==> src/rtl/alu_issue_if.sv <==
// Instruction issue channel into alu_issue.
// Handshake: an instruction transfers on a rising clk edge where
// instr_valid && instr_ready are both high; fields are sampled only on that
// edge, and instr_valid held high while instr_ready is low has no effect.
interface alu_issue_if #(
  parameter int ADDR_W = 2
);
  logic              instr_valid;
  logic              instr_ready;
  logic [2:0]        instr_op;
  logic [ADDR_W-1:0] instr_rd;
  logic [ADDR_W-1:0] instr_rs1;
  logic [ADDR_W-1:0] instr_rs2;

  modport master (
    output instr_valid, instr_op, instr_rd, instr_rs1, instr_rs2,
    input  instr_ready
  );

  modport slave (
    input  instr_valid, instr_op, instr_rd, instr_rs1, instr_rs2,
    output instr_ready
  );
endinterface

==> src/rtl/alu_issue.sv <==
// Issue/writeback sequencer around an external combinational ALU.
// Holds a small register file, latches operands on instruction acceptance,
// lets the ALU settle for one EXEC cycle, then writes the result back and
// updates result/carry/zero flags with a one-cycle done pulse.
module alu_issue #(
  parameter int DATA_W = 4,
  parameter int ADDR_W = 2
) (
  input  logic              clk,
  input  logic              rst,
  alu_issue_if.slave        instr,
  input  logic              ld_valid,
  input  logic [ADDR_W-1:0] ld_addr,
  input  logic [DATA_W-1:0] ld_data,
  output logic [DATA_W-1:0] alu_a,
  output logic [DATA_W-1:0] alu_b,
  output logic [2:0]        alu_sel,
  input  logic [DATA_W-1:0] alu_y,
  input  logic              alu_cout,
  output logic              done,
  output logic [DATA_W-1:0] result,
  output logic              carry_flag,
  output logic              zero_flag,
  input  logic [ADDR_W-1:0] dbg_addr,
  output logic [DATA_W-1:0] dbg_data
);

  localparam int NREG = 1 << ADDR_W;

  typedef enum logic [0:0] {
    ST_IDLE = 1'b0,
    ST_EXEC = 1'b1
  } state_t;

  state_t            state_q, state_d;
  logic [DATA_W-1:0] rf_q [NREG];
  logic [DATA_W-1:0] rf_d [NREG];
  logic [DATA_W-1:0] alu_a_q, alu_a_d;
  logic [DATA_W-1:0] alu_b_q, alu_b_d;
  logic [2:0]        alu_sel_q, alu_sel_d;
  logic [ADDR_W-1:0] rd_q, rd_d;
  logic              done_q, done_d;
  logic [DATA_W-1:0] result_q, result_d;
  logic              carry_q, carry_d;
  logic              zero_q, zero_d;
  logic              accept;

  // Ready only in IDLE and never while reset is asserted.
  assign instr.instr_ready = (state_q == ST_IDLE) && !rst;
  assign accept            = instr.instr_valid && instr.instr_ready;

  // Next-state, operand latch, load port and writeback.
  always_comb begin
    state_d   = state_q;
    rf_d      = rf_q;
    alu_a_d   = alu_a_q;
    alu_b_d   = alu_b_q;
    alu_sel_d = alu_sel_q;
    rd_d      = rd_q;
    done_d    = 1'b0;
    result_d  = result_q;
    carry_d   = carry_q;
    zero_d    = zero_q;

    // Load first so a same-edge writeback to the same address overrides it.
    if (ld_valid) begin
      rf_d[ld_addr] = ld_data;
    end

    case (state_q)
      ST_IDLE: begin
        if (accept) begin
          // Operands come from rf_q: a same-edge load is not bypassed.
          alu_a_d   = rf_q[instr.instr_rs1];
          alu_b_d   = rf_q[instr.instr_rs2];
          alu_sel_d = instr.instr_op;
          rd_d      = instr.instr_rd;
          state_d   = ST_EXEC;
        end
      end
      ST_EXEC: begin
        rf_d[rd_q] = alu_y;
        result_d   = alu_y;
        carry_d    = alu_cout;
        zero_d     = (alu_y == '0);
        done_d     = 1'b1;
        state_d    = ST_IDLE;
      end
      default: begin
        state_d = ST_IDLE;
      end
    endcase
  end

  // State register with synchronous reset; reset aborts any EXEC in flight.
  always_ff @(posedge clk) begin
    if (rst) begin
      state_q   <= ST_IDLE;
      for (int i = 0; i < NREG; i++) begin
        rf_q[i] <= '0;
      end
      alu_a_q   <= '0;
      alu_b_q   <= '0;
      alu_sel_q <= '0;
      rd_q      <= '0;
      done_q    <= 1'b0;
      result_q  <= '0;
      carry_q   <= 1'b0;
      zero_q    <= 1'b0;
    end else begin
      state_q   <= state_d;
      rf_q      <= rf_d;
      alu_a_q   <= alu_a_d;
      alu_b_q   <= alu_b_d;
      alu_sel_q <= alu_sel_d;
      rd_q      <= rd_d;
      done_q    <= done_d;
      result_q  <= result_d;
      carry_q   <= carry_d;
      zero_q    <= zero_d;
    end
  end

  assign alu_a      = alu_a_q;
  assign alu_b      = alu_b_q;
  assign alu_sel    = alu_sel_q;
  assign done       = done_q;
  assign result     = result_q;
  assign carry_flag = carry_q;
  assign zero_flag  = zero_q;
  assign dbg_data   = rf_q[dbg_addr];

endmodule

==> src/flat_wrapper.sv <==
// flat-port wrapper written by rule: the top's interface ports become plain ports
module alu_issue_flat 
#(
  parameter int DATA_W = 4,
  parameter int ADDR_W = 2
)
  (clk, rst, ld_valid, ld_addr, ld_data, alu_a, alu_b, alu_sel, alu_y, alu_cout, done, result, carry_flag, zero_flag, dbg_addr, dbg_data, instr_instr_valid, instr_instr_op, instr_instr_rd, instr_instr_rs1, instr_instr_rs2, instr_instr_ready);
  alu_issue_if #(.ADDR_W(ADDR_W)) instr_i ();
  input  logic clk;
  input  logic rst;
  input  logic ld_valid;
  input  logic [ADDR_W-1:0] ld_addr;
  input  logic [DATA_W-1:0] ld_data;
  output logic [DATA_W-1:0] alu_a;
  output logic [DATA_W-1:0] alu_b;
  output logic [2:0] alu_sel;
  input  logic [DATA_W-1:0] alu_y;
  input  logic alu_cout;
  output logic done;
  output logic [DATA_W-1:0] result;
  output logic carry_flag;
  output logic zero_flag;
  input  logic [ADDR_W-1:0] dbg_addr;
  output logic [DATA_W-1:0] dbg_data;
  input wire logic [$bits(instr_i.instr_valid)-1:0] instr_instr_valid;
  input wire logic [$bits(instr_i.instr_op)-1:0] instr_instr_op;
  input wire logic [$bits(instr_i.instr_rd)-1:0] instr_instr_rd;
  input wire logic [$bits(instr_i.instr_rs1)-1:0] instr_instr_rs1;
  input wire logic [$bits(instr_i.instr_rs2)-1:0] instr_instr_rs2;
  output wire logic [$bits(instr_i.instr_ready)-1:0] instr_instr_ready;
  assign instr_i.instr_valid = instr_instr_valid;
  assign instr_i.instr_op = instr_instr_op;
  assign instr_i.instr_rd = instr_instr_rd;
  assign instr_i.instr_rs1 = instr_instr_rs1;
  assign instr_i.instr_rs2 = instr_instr_rs2;
  assign instr_instr_ready = instr_i.instr_ready;
  alu_issue #(.DATA_W(DATA_W), .ADDR_W(ADDR_W)) u_core (.clk(clk), .rst(rst), .instr(instr_i), .ld_valid(ld_valid), .ld_addr(ld_addr), .ld_data(ld_data), .alu_a(alu_a), .alu_b(alu_b), .alu_sel(alu_sel), .alu_y(alu_y), .alu_cout(alu_cout), .done(done), .result(result), .carry_flag(carry_flag), .zero_flag(zero_flag), .dbg_addr(dbg_addr), .dbg_data(dbg_data));
endmodule
==> config.mk <==
export PLATFORM = sky130hd
export DESIGN_NAME = alu_issue_flat
export DESIGN_NICKNAME = d
export VERILOG_FILES = /design/src/rtl/alu_issue_if.sv /design/src/rtl/alu_issue.sv /design/src/flat_wrapper.sv
export SDC_FILE = /design/constraint.sdc
export NUM_CORES = 1
export LEC_CHECK = 0
export BUFFER_PORTS_ARGS = -buffer_cell sky130_fd_sc_hd__buf_2
export CAP_MARGIN = 20
export CORE_UTILIZATION = 40
export DETAILED_ROUTE_END_ITERATION = 8
export PLACE_DENSITY_LB_ADDON = 0.15
export SLEW_MARGIN = 20
export SYNTH_ARGS = -nofsm -noshare
export SYNTH_HDL_FRONTEND = slang
export SYNTH_SLANG_ARGS = --single-unit
==> constraint.sdc <==
create_clock -name clk -period 1.44 [get_ports clk]
set_input_delay 0.288 -clock clk [delete_from_list [all_inputs] [get_ports clk]]
set_output_delay 0.288 -clock clk [all_outputs]
set_load 0.02 [all_outputs]
## After elaboration in Yosys (flattened, before gate mapping)

Index checks and enable logic that the tools add are counted.

- Magnitude comparators: 7
- Muxes and demuxes: 20
- Bitwise logic cells: 6
- Reductions and logical operators: 7

Operators with widths:

| operator | count |
|---|---|
| bitwise mux 16 bit | 2 |
| 2-to-1 mux 16 bit | 2 |
| 2-to-1 mux 4 bit | 8 |
| binary-select mux 4 bit (select 2 bit) | 3 |
| demux 4 bit (select 2 bit) | 2 |
| greater-or-equal comparator 3 bit, second input constant | 5 |
| inverter 2 -> 3 bit | 5 |
| < comparator 3 x 1 -> 1 bit, second input constant | 2 |
| logical AND 1 bit | 4 |
| logical NOT 4 bit | 1 |
| 2-to-1 mux 1 bit | 2 |
| one-hot mux 1 bit (2 select lines) | 1 |
| AND reduction 2 bit | 1 |
| logical NOT 1 bit | 1 |
| inverter 1 bit | 1 |

- Flip-flop bits (word level): 37
- Input port bits: 26

## Longest topological paths before layout

Gate-level depths: netlist of the first run.

- Depth in word-level cells: 9
- Mapped depth: 5
- Depth with buffers taken out: 3

## Least setup slack after synthesis of the first run

Ideal clock, no wire load.

- Kind: in2reg
- From: input ld_addr[0]
- To: register u_core.rf_q[12] in the netlist's numbering
- Arrival: 1137 ps
- Slack: 218 ps
- Cell stages on the path: 4
- Path buffers: 1
- Cell sequence: or3b_1 -> clkbuf_1 -> mux2i_1 -> a211oi_1

- Longest elaborated chain between the ends: 9

Ends and longest elaborated chain:

| what | RTL line | RTL |
|---|---|---|
| start, declared | flat_wrapper.sv:12 | `input logic [ADDR_W-1:0] ld_addr;` |
| inverter 2 -> 3 bit (not written as such) * | alu_issue.sv:67 | `rf_d[ld_addr] = ld_data;` |
| greater-or-equal comparator 3 bit (not written as such) or < comparator 3 x 1 -> 1 bit (tied branches) | alu_issue.sv:67 |  |
| logical AND 1 bit (not written as such) | alu_issue.sv:67 |  |
| 2-to-1 mux 4 bit (not written as such) | alu_issue.sv:67 |  |
| demux 4 bit (select 2 bit) * | alu_issue.sv:67 |  |
| bitwise mux 16 bit * | alu_issue.sv:67 |  |
| 2-to-1 mux 16 bit * | alu_issue.sv:66 | `if (ld_valid) begin` |
| bitwise mux 16 bit | alu_issue.sv:82 | `rf_d[rd_q] = alu_y;` |
| 2-to-1 mux 16 bit * | alu_issue.sv:70 | `case (state_q)` |
| end signal, assigned | alu_issue.sv:112 | `rf_q <= rf_d;` |
| end, declared | alu_issue.sv:36 | `logic [DATA_W-1:0] rf_q [NREG];` |

Mark *: on every way between the ends. The rest lies on a longest branch, timed or not.
A chain may end at the register's enable or synchronous reset.

## Worst setup path after layout of the first run

- From: register u_core.rf_q[7] in the netlist's numbering
- To: output dbg_data[3]

- Longest elaborated chain between the ends: 3

Ends and longest elaborated chain:

| what | RTL line | RTL |
|---|---|---|
| binary-select mux 4 bit (select 2 bit) | alu_issue.sv:131 | `assign dbg_data = rf_q[dbg_addr];` |
| 2-to-1 mux 4 bit (not written as such) (2 in series) | alu_issue.sv:131 |  |
| end, declared | flat_wrapper.sv:24 | `output logic [DATA_W-1:0] dbg_data;` |

Every way passes these cells. The select of a mux whose other input is x is not followed.

==> flow_metrics.tcl, run 1 <==
set metrics [dict create \
    clkLatencyLatePin_ps 290 \
    grt_max_degree 30 \
    tritoncts_clock_tree "yes" \
    worst_r2r_startpoint "u_core.state_q" \
    worst_ep_arrival_time_ps 1270 \
    die-width_um 68.8 \
    worst_ir_drop_vdd_uv 555 \
    setup_viol_count_final 4 \
    finalHoldViolCount 0 \
    synth_sequential_area_ratio_pct 41.5 \
    setup.reg_to_reg.worst_slack_ps 120 \
    final_layout_size_suffix_gt1_share_pct 43.2 \
    critPathLaunch "u_core.rf_q[7]" \
    mostFrequentLayoutCells "44 x sky130_fd_sc_hd__buf_2, 23 x sky130_fd_sc_hd__nor2_1, 22 x sky130_fd_sc_hd__mux2i_1" \
    clock-root-buffer "sky130_fd_sc_hd__clkbuf_8" \
    reg2regPathDepth 3 \
    crit_path_end_kind "output pin" \
    type_of_the_tightest_min_delay_check "input port to flop" \
    cell_area_after_synthesis_um2 1780 \
    finalCriticalPeriod_ps 1560 \
    timing.clock.skew_ps 9.40 \
    postLayoutSetupSlackWorst_ps -116 \
    core_area_um2 4140 \
    worst_hold_depth 3 \
    drt_wl_total_um 4860 \
    worstPathRequired_ps 1150 \
    area.growth.synth_to_final_pct 29.7 \
    port_buffers 48 \
    wire_length_of_the_first_global_routing_pass_um 7520 \
    synth_fp_nets 198 \
    ys_seq_elements 37 \
    cts-buffers-inserted 5 \
    avgSynthCellArea_um2 10.4 \
    hold_path.startpoint "instr_instr_op[1]" \
    filler_cells_inserted 372 \
    mostFrequentLayoutCell "sky130_fd_sc_hd__buf_2" \
    cts-hold-fix-buffers 0 \
    timing.max_slew.rel_slack_pct 69.0 \
    grt_remaining_overflow 0 \
    num_vias 1582 \
    start_util_pct 43.0 \
    antenna-diode-count 0 \
    grt_pass1_vias 1586 \
    crit_path_end "dbg_data[3]" \
    drt_first_pass_iters 4 \
    place.gp.congestion 0.906 \
    worstPathMaxFanout 4 \
    total_power_mw 2.35 \
    worst_slew_pin_slew_ps 466 \
    max_clock_freq_ghz 0.643 \
    number_of_design_rule_violations_left_by_the_first_detailed_router_iteration 64 \
    power_per_cell_area_nw_per_um2 1020 \
    post-route-cell-area_um2 2310 \
    startpoint_type "flop" \
    timing.final.max_slew_violations 0 \
    synthesis.yosys.warnings 0 \
    static-leakage-power_nw 1.12 \
    nets 259 \
    run_status "complete, but fails checks" \
    setup_repair_after_global_routing_missed_its_margin "true" \
    max-cap-violations 0 \
    rows 23 \
    timing_worst_setup_path_type "flop to output pin" \
    post-route-period-util_pct 108 \
    violations_in_the_final_reports "negative setup slack" \
    die_y_um 68.8 \
    dpl_cell_area_um2 2090 \
    floorplan.die_area_um2 4730 \
    synth_cells 172 \
    post-place-cells 267 \
    detailed_place_hpwl_um 3440 \
    yosysUniqueCellTypes 15 \
    count_of_nets_left_with_antenna_violations_after_detail_routing 0 \
    crit-reg2reg-capture "u_core.alu_b[0]" \
    cts_sinks 37 \
    via_cell_ratio 5.57 \
    global_route_usage_sum_pct 22.4 \
    route.detailed.drc 0 \
    fin_hold_ws_ps 204 \
    path_clk_slew_ps 80 \
    final-instance-count-excl-fill 284 \
    clock_tree.htree_level_count 2 \
    antenna_found_initial 0 \
    layout.core_utilization_pct 55.8 \
    wl_cell_um 17.1 \
    cts_max_path_buffers 2 \
    io_pins 49 \
]
cell type report:
cell class                      instances  area, um^2  share of cell area, %
Inverter                                1        3.75                  0.162
Clock buffer                            7        96.3                   4.17
Timing Repair Buffer                   65         393                   17.0
Multi-Input combinational cell        123         987                   42.7
Clock inverter                          1        8.76                  0.379
Tap cell                               50        62.6                   2.71
Sequential cell                        37         761                   32.9
cells by family (layout without fill, tap and decap cells):
family                 Yosys count  in the layout  share of synthesized area (%)
and+or+nand+nor                 73             73                           21.1
buffers and inverters           12             74                           3.09
muxes                           34             34                           27.5
DFF                             37             37                           41.5
AOI/OAI and AO/OA               16             16                           6.74
layer usage:
metal	up-vias	global-route usage (%)	wire, um	share of wire [%]
met5	-	0	0	0
met4	0	9.18	60	1.2
met3	7	4.28	301	6.2
met2	61	38.8	2420	50
met1	753	27.1	2080	43
li1	761	-	-	-
critical path: stages, from the launching register on:
cell,delay (ps)
sky130_fd_sc_hd__dfxtp_2,350
sky130_fd_sc_hd__mux4_2,480
sky130_fd_sc_hd__buf_6,150
repair_timing:
item | 4_1_cts | 5_1_grt
endpoints found under the setup margin | 4 | 4
setup buffers | 8 | 1
hold endpoints to repair | 0 | 0
resized for setup | 21 | 3
worst min path at each step:
stage | end | slack [ps]
after floorplan | u_core.alu_sel[0] | 410
after global placement | u_core.alu_sel[1] | 450
after detailed placement | u_core.alu_b[1] | 460
after CTS | u_core.alu_sel[1] | 200
after global routing | u_core.alu_sel[1] | 210
final | u_core.alu_sel[1] | 200
synthesized netlist by cell type:
cell,instances,area share [%]
sky130_fd_sc_hd__a211oi_1,16,6.7
sky130_fd_sc_hd__buf_2,2,0.56
sky130_fd_sc_hd__buf_6,1,0.63
sky130_fd_sc_hd__clkbuf_1,8,1.7
sky130_fd_sc_hd__dfxtp_1,37,42
sky130_fd_sc_hd__inv_1,1,0.21
sky130_fd_sc_hd__mux2i_1,22,12
sky130_fd_sc_hd__mux4_2,12,15
sky130_fd_sc_hd__nand2_1,13,2.7
sky130_fd_sc_hd__nand3_1,15,4.2
sky130_fd_sc_hd__nand3b_1,17,7.2
sky130_fd_sc_hd__nor2_1,23,4.8
sky130_fd_sc_hd__nor2b_1,1,0.35
sky130_fd_sc_hd__nor4_1,1,0.35
sky130_fd_sc_hd__or3b_1,3,1.5
registers in the layout (all words and copies together), names as in the netlist:
name / flops
u_core.alu_a: 4
u_core.alu_b: 4
u_core.alu_sel: 3
u_core.carry_flag: 1
u_core.done: 1
u_core.rd_q: 2
u_core.result: 4
u_core.rf_q: 16
u_core.state_q: 1
u_core.zero_flag: 1
metrics by stage:
step / setup TNS (ps) / setup WS [ps]
final: -445 / -116
after global routing: -560 / -150
after CTS: -442 / -125
after detailed placement: 0 / 5.85
after global placement: 0 / 25.5
after floorplan: 0 / 218
power by group:
part / internal (mW) / total [mW] / switching (mW)
combinational: 0.195 / 0.404 / 0.209
clock: 0.442 / 0.821 / 0.379
sequential: 1.08 / 1.13 / 0.0423
No activity file was read; power rests on OpenSTA's default activity.
==> run 2, diff against run 1 <==
==> constraint.sdc (replaced) <==
create_clock -name clk -period 1.3 [get_ports clk]
set_input_delay 0.26 -clock clk [delete_from_list [all_inputs] [get_ports clk]]
set_output_delay 0.26 -clock clk [all_outputs]
set_load 0.02 [all_outputs]
==> flow_metrics.tcl, run 2 (synthesized netlist as in run 1, its figures left out) <==
set metrics [dict create \
    finalCriticalPeriod_ps 1510 \
    post-route-cell-area_um2 2420 \
    clock_tree.htree_level_count 2 \
    fin_hold_ws_ps 181 \
    detailed_place_hpwl_um 3450 \
    worst_ir_drop_vdd_uv 769 \
    multi_input_area_um2 1010 \
    drt_wl_total_um 4630 \
    violations_in_the_final_reports "negative setup slack" \
    timing_worst_setup_path_type "flop to output pin" \
    start_util_pct 43.0 \
    setup_viol_count_final 4 \
    wl_cell_um 15.6 \
    power_per_cell_area_nw_per_um2 1110 \
    run_status "complete, but fails checks" \
    route.detailed.drc 0 \
    mostFrequentLayoutCell "sky130_fd_sc_hd__buf_2" \
    clock-root-buffer "sky130_fd_sc_hd__clkbuf_8" \
    worst_ep_arrival_time_ps 1250 \
    antenna-diode-count 0 \
    postLayoutSetupSlackWorst_ps -214 \
    nets 272 \
    static-leakage-power_nw 1.18 \
    timing.max_slew.rel_slack_pct 78.4 \
    die-width_um 68.8 \
    path_clk_slew_ps 70 \
    global_route_usage_sum_pct 21.0 \
    number_of_design_rule_violations_left_by_the_first_detailed_router_iteration 71 \
    drt_first_pass_iters 4 \
    floorplan.die_area_um2 4730 \
    tritoncts_clock_tree "yes" \
    grt_remaining_overflow 0 \
    setup_repair_after_global_routing_missed_its_margin "true" \
    rows 23 \
    largest_register "u_core.rf_q" \
    count_of_nets_left_with_antenna_violations_after_detail_routing 0 \
    worstPathRequired_ps 1040 \
    type_of_the_tightest_min_delay_check "input port to flop" \
    grt_max_degree 35 \
    critical_path.slowest_cell "sky130_fd_sc_hd__mux4_2" \
    antenna_found_initial 0 \
    startpoint_type "flop" \
    crit_path_end_kind "output pin" \
    cts_max_path_buffers 2 \
    grt_pass1_vias 1506 \
    clkLatencyLatePin_ps 290 \
    critical-path-top-delay-family "multiplexers" \
    worstPathMaxFanout 2 \
    place.gp.congestion 0.831 \
    finalHoldViolCount 0 \
    final-seq-area_um2 752 \
    die_y_um 68.8 \
    core_area_um2 4140 \
    port_buffers 48 \
    mostFrequentLayoutCells "44 x sky130_fd_sc_hd__buf_2, 30 x sky130_fd_sc_hd__buf_4, 28 x sky130_fd_sc_hd__dfxtp_1" \
    critical_path.max_stage_delay_ps 490 \
    max-cap-violations 0 \
    largest_reg_flops 16 \
    max_clock_freq_ghz 0.660 \
    critical_path_buf_inv_count 1 \
    timing.final.max_slew_violations 0 \
    timing.clock.skew_ps 8.46 \
    area.growth.synth_to_final_pct 35.9 \
    wire_length_of_the_first_global_routing_pass_um 7220 \
    dpl_cell_area_um2 2210 \
    worst_slew_pin_slew_ps 323 \
    post-route-period-util_pct 116 \
    num_vias 1625 \
    filler_cells_inserted 369 \
    io_pins 49 \
    path_cells "mux4_2, buf_6" \
    cts_sinks 37 \
    via_cell_ratio 5.49 \
    cts-buffers-inserted 5 \
    final_layout_size_suffix_gt1_share_pct 45.5 \
]
-- run 2: cell count changes in the layout (fill, tap and decap cells not counted), sizes merged --
cell,previous run,this run
clkinv,0,1
inv,2,1
buf,65,78
clkbuf,7,5
bufinv,0,1
-- run 2: timing repair --
| action | in CTS | in global routing |
|---|---|---|
| pin swaps | 0 | 1 |
| setup endpoints to repair | 10 | 19 |
| buffers inserted | 6 | 1 |
| resized for setup | 18 | 5 |
| hold buffers | 0 | 0 |
-- run 2: layout make-up --
| cell class | instances | area share (%) |
|---|---|---|
| Sequential cell | 37 | 31.0 |
| Clock inverter | 2 | 1.45 |
| Timing Repair Buffer | 78 | 20.2 |
| Inverter | 1 | 0.155 |
| Clock buffer | 5 | 2.84 |
| Multi-Input combinational cell | 123 | 41.7 |
| Tap cell | 50 | 2.58 |
-- run 2: worst paths after layout --
path                                   startpoint                end  slack [ps]  depth (start not counted)
worst max-delay path               u_core.rf_q[3]        dbg_data[3]        -210                          2
worst min-delay path            instr_instr_op[1]  u_core.alu_sel[1]         180                          3
worst max register to register     u_core.rf_q[2]    u_core.alu_a[2]          30                          5
worst min register to register    u_core.alu_a[2]    u_core.alu_a[2]         470                          2
-- run 2: worst register-to-register path, delay by kind of cell, from the launching register on --
kind | cells | cell delay (ps)
AND/OR/NAND/NOR | 2 | 140
multiplexers | 1 | 460
buffers and inverters | 2 | 260
flip-flops | 1 | 330
-- run 2: per-layer routing --
metal / track usage, % / routed length (um)
met2: 36.3 / 2310
met4: 4.59 / 6
met3: 3.95 / 270
met5: 0 / 0
met1: 27.2 / 2040
-- run 2: report_power, final --
part           leakage (nW)  internal, mW  switching [mW]  total [mW]
logic                 0.823         0.248           0.243       0.491
clock network        0.0540         0.557           0.396       0.953
registers             0.306          1.20          0.0365        1.23
-- run 2: metrics by stage --
| step | setup WS, ps | total power, mW | TNS (ps) | cells | util (%) |
|---|---|---|---|---|---|
| floorplan | 106 | 1.50 | 0 | 172 | - |
| global placement | -57.7 | 1.69 | -144 | 282 | 53.3 |
| detailed placement | -66.2 | 1.71 | -246 | 282 | 53.3 |
| CTS | -214 | 2.68 | -820 | 295 | 57.8 |
| global route | -242 | 2.79 | -929 | 296 | 58.5 |
| finish | -214 | 2.68 | -813 | 296 | 58.5 |
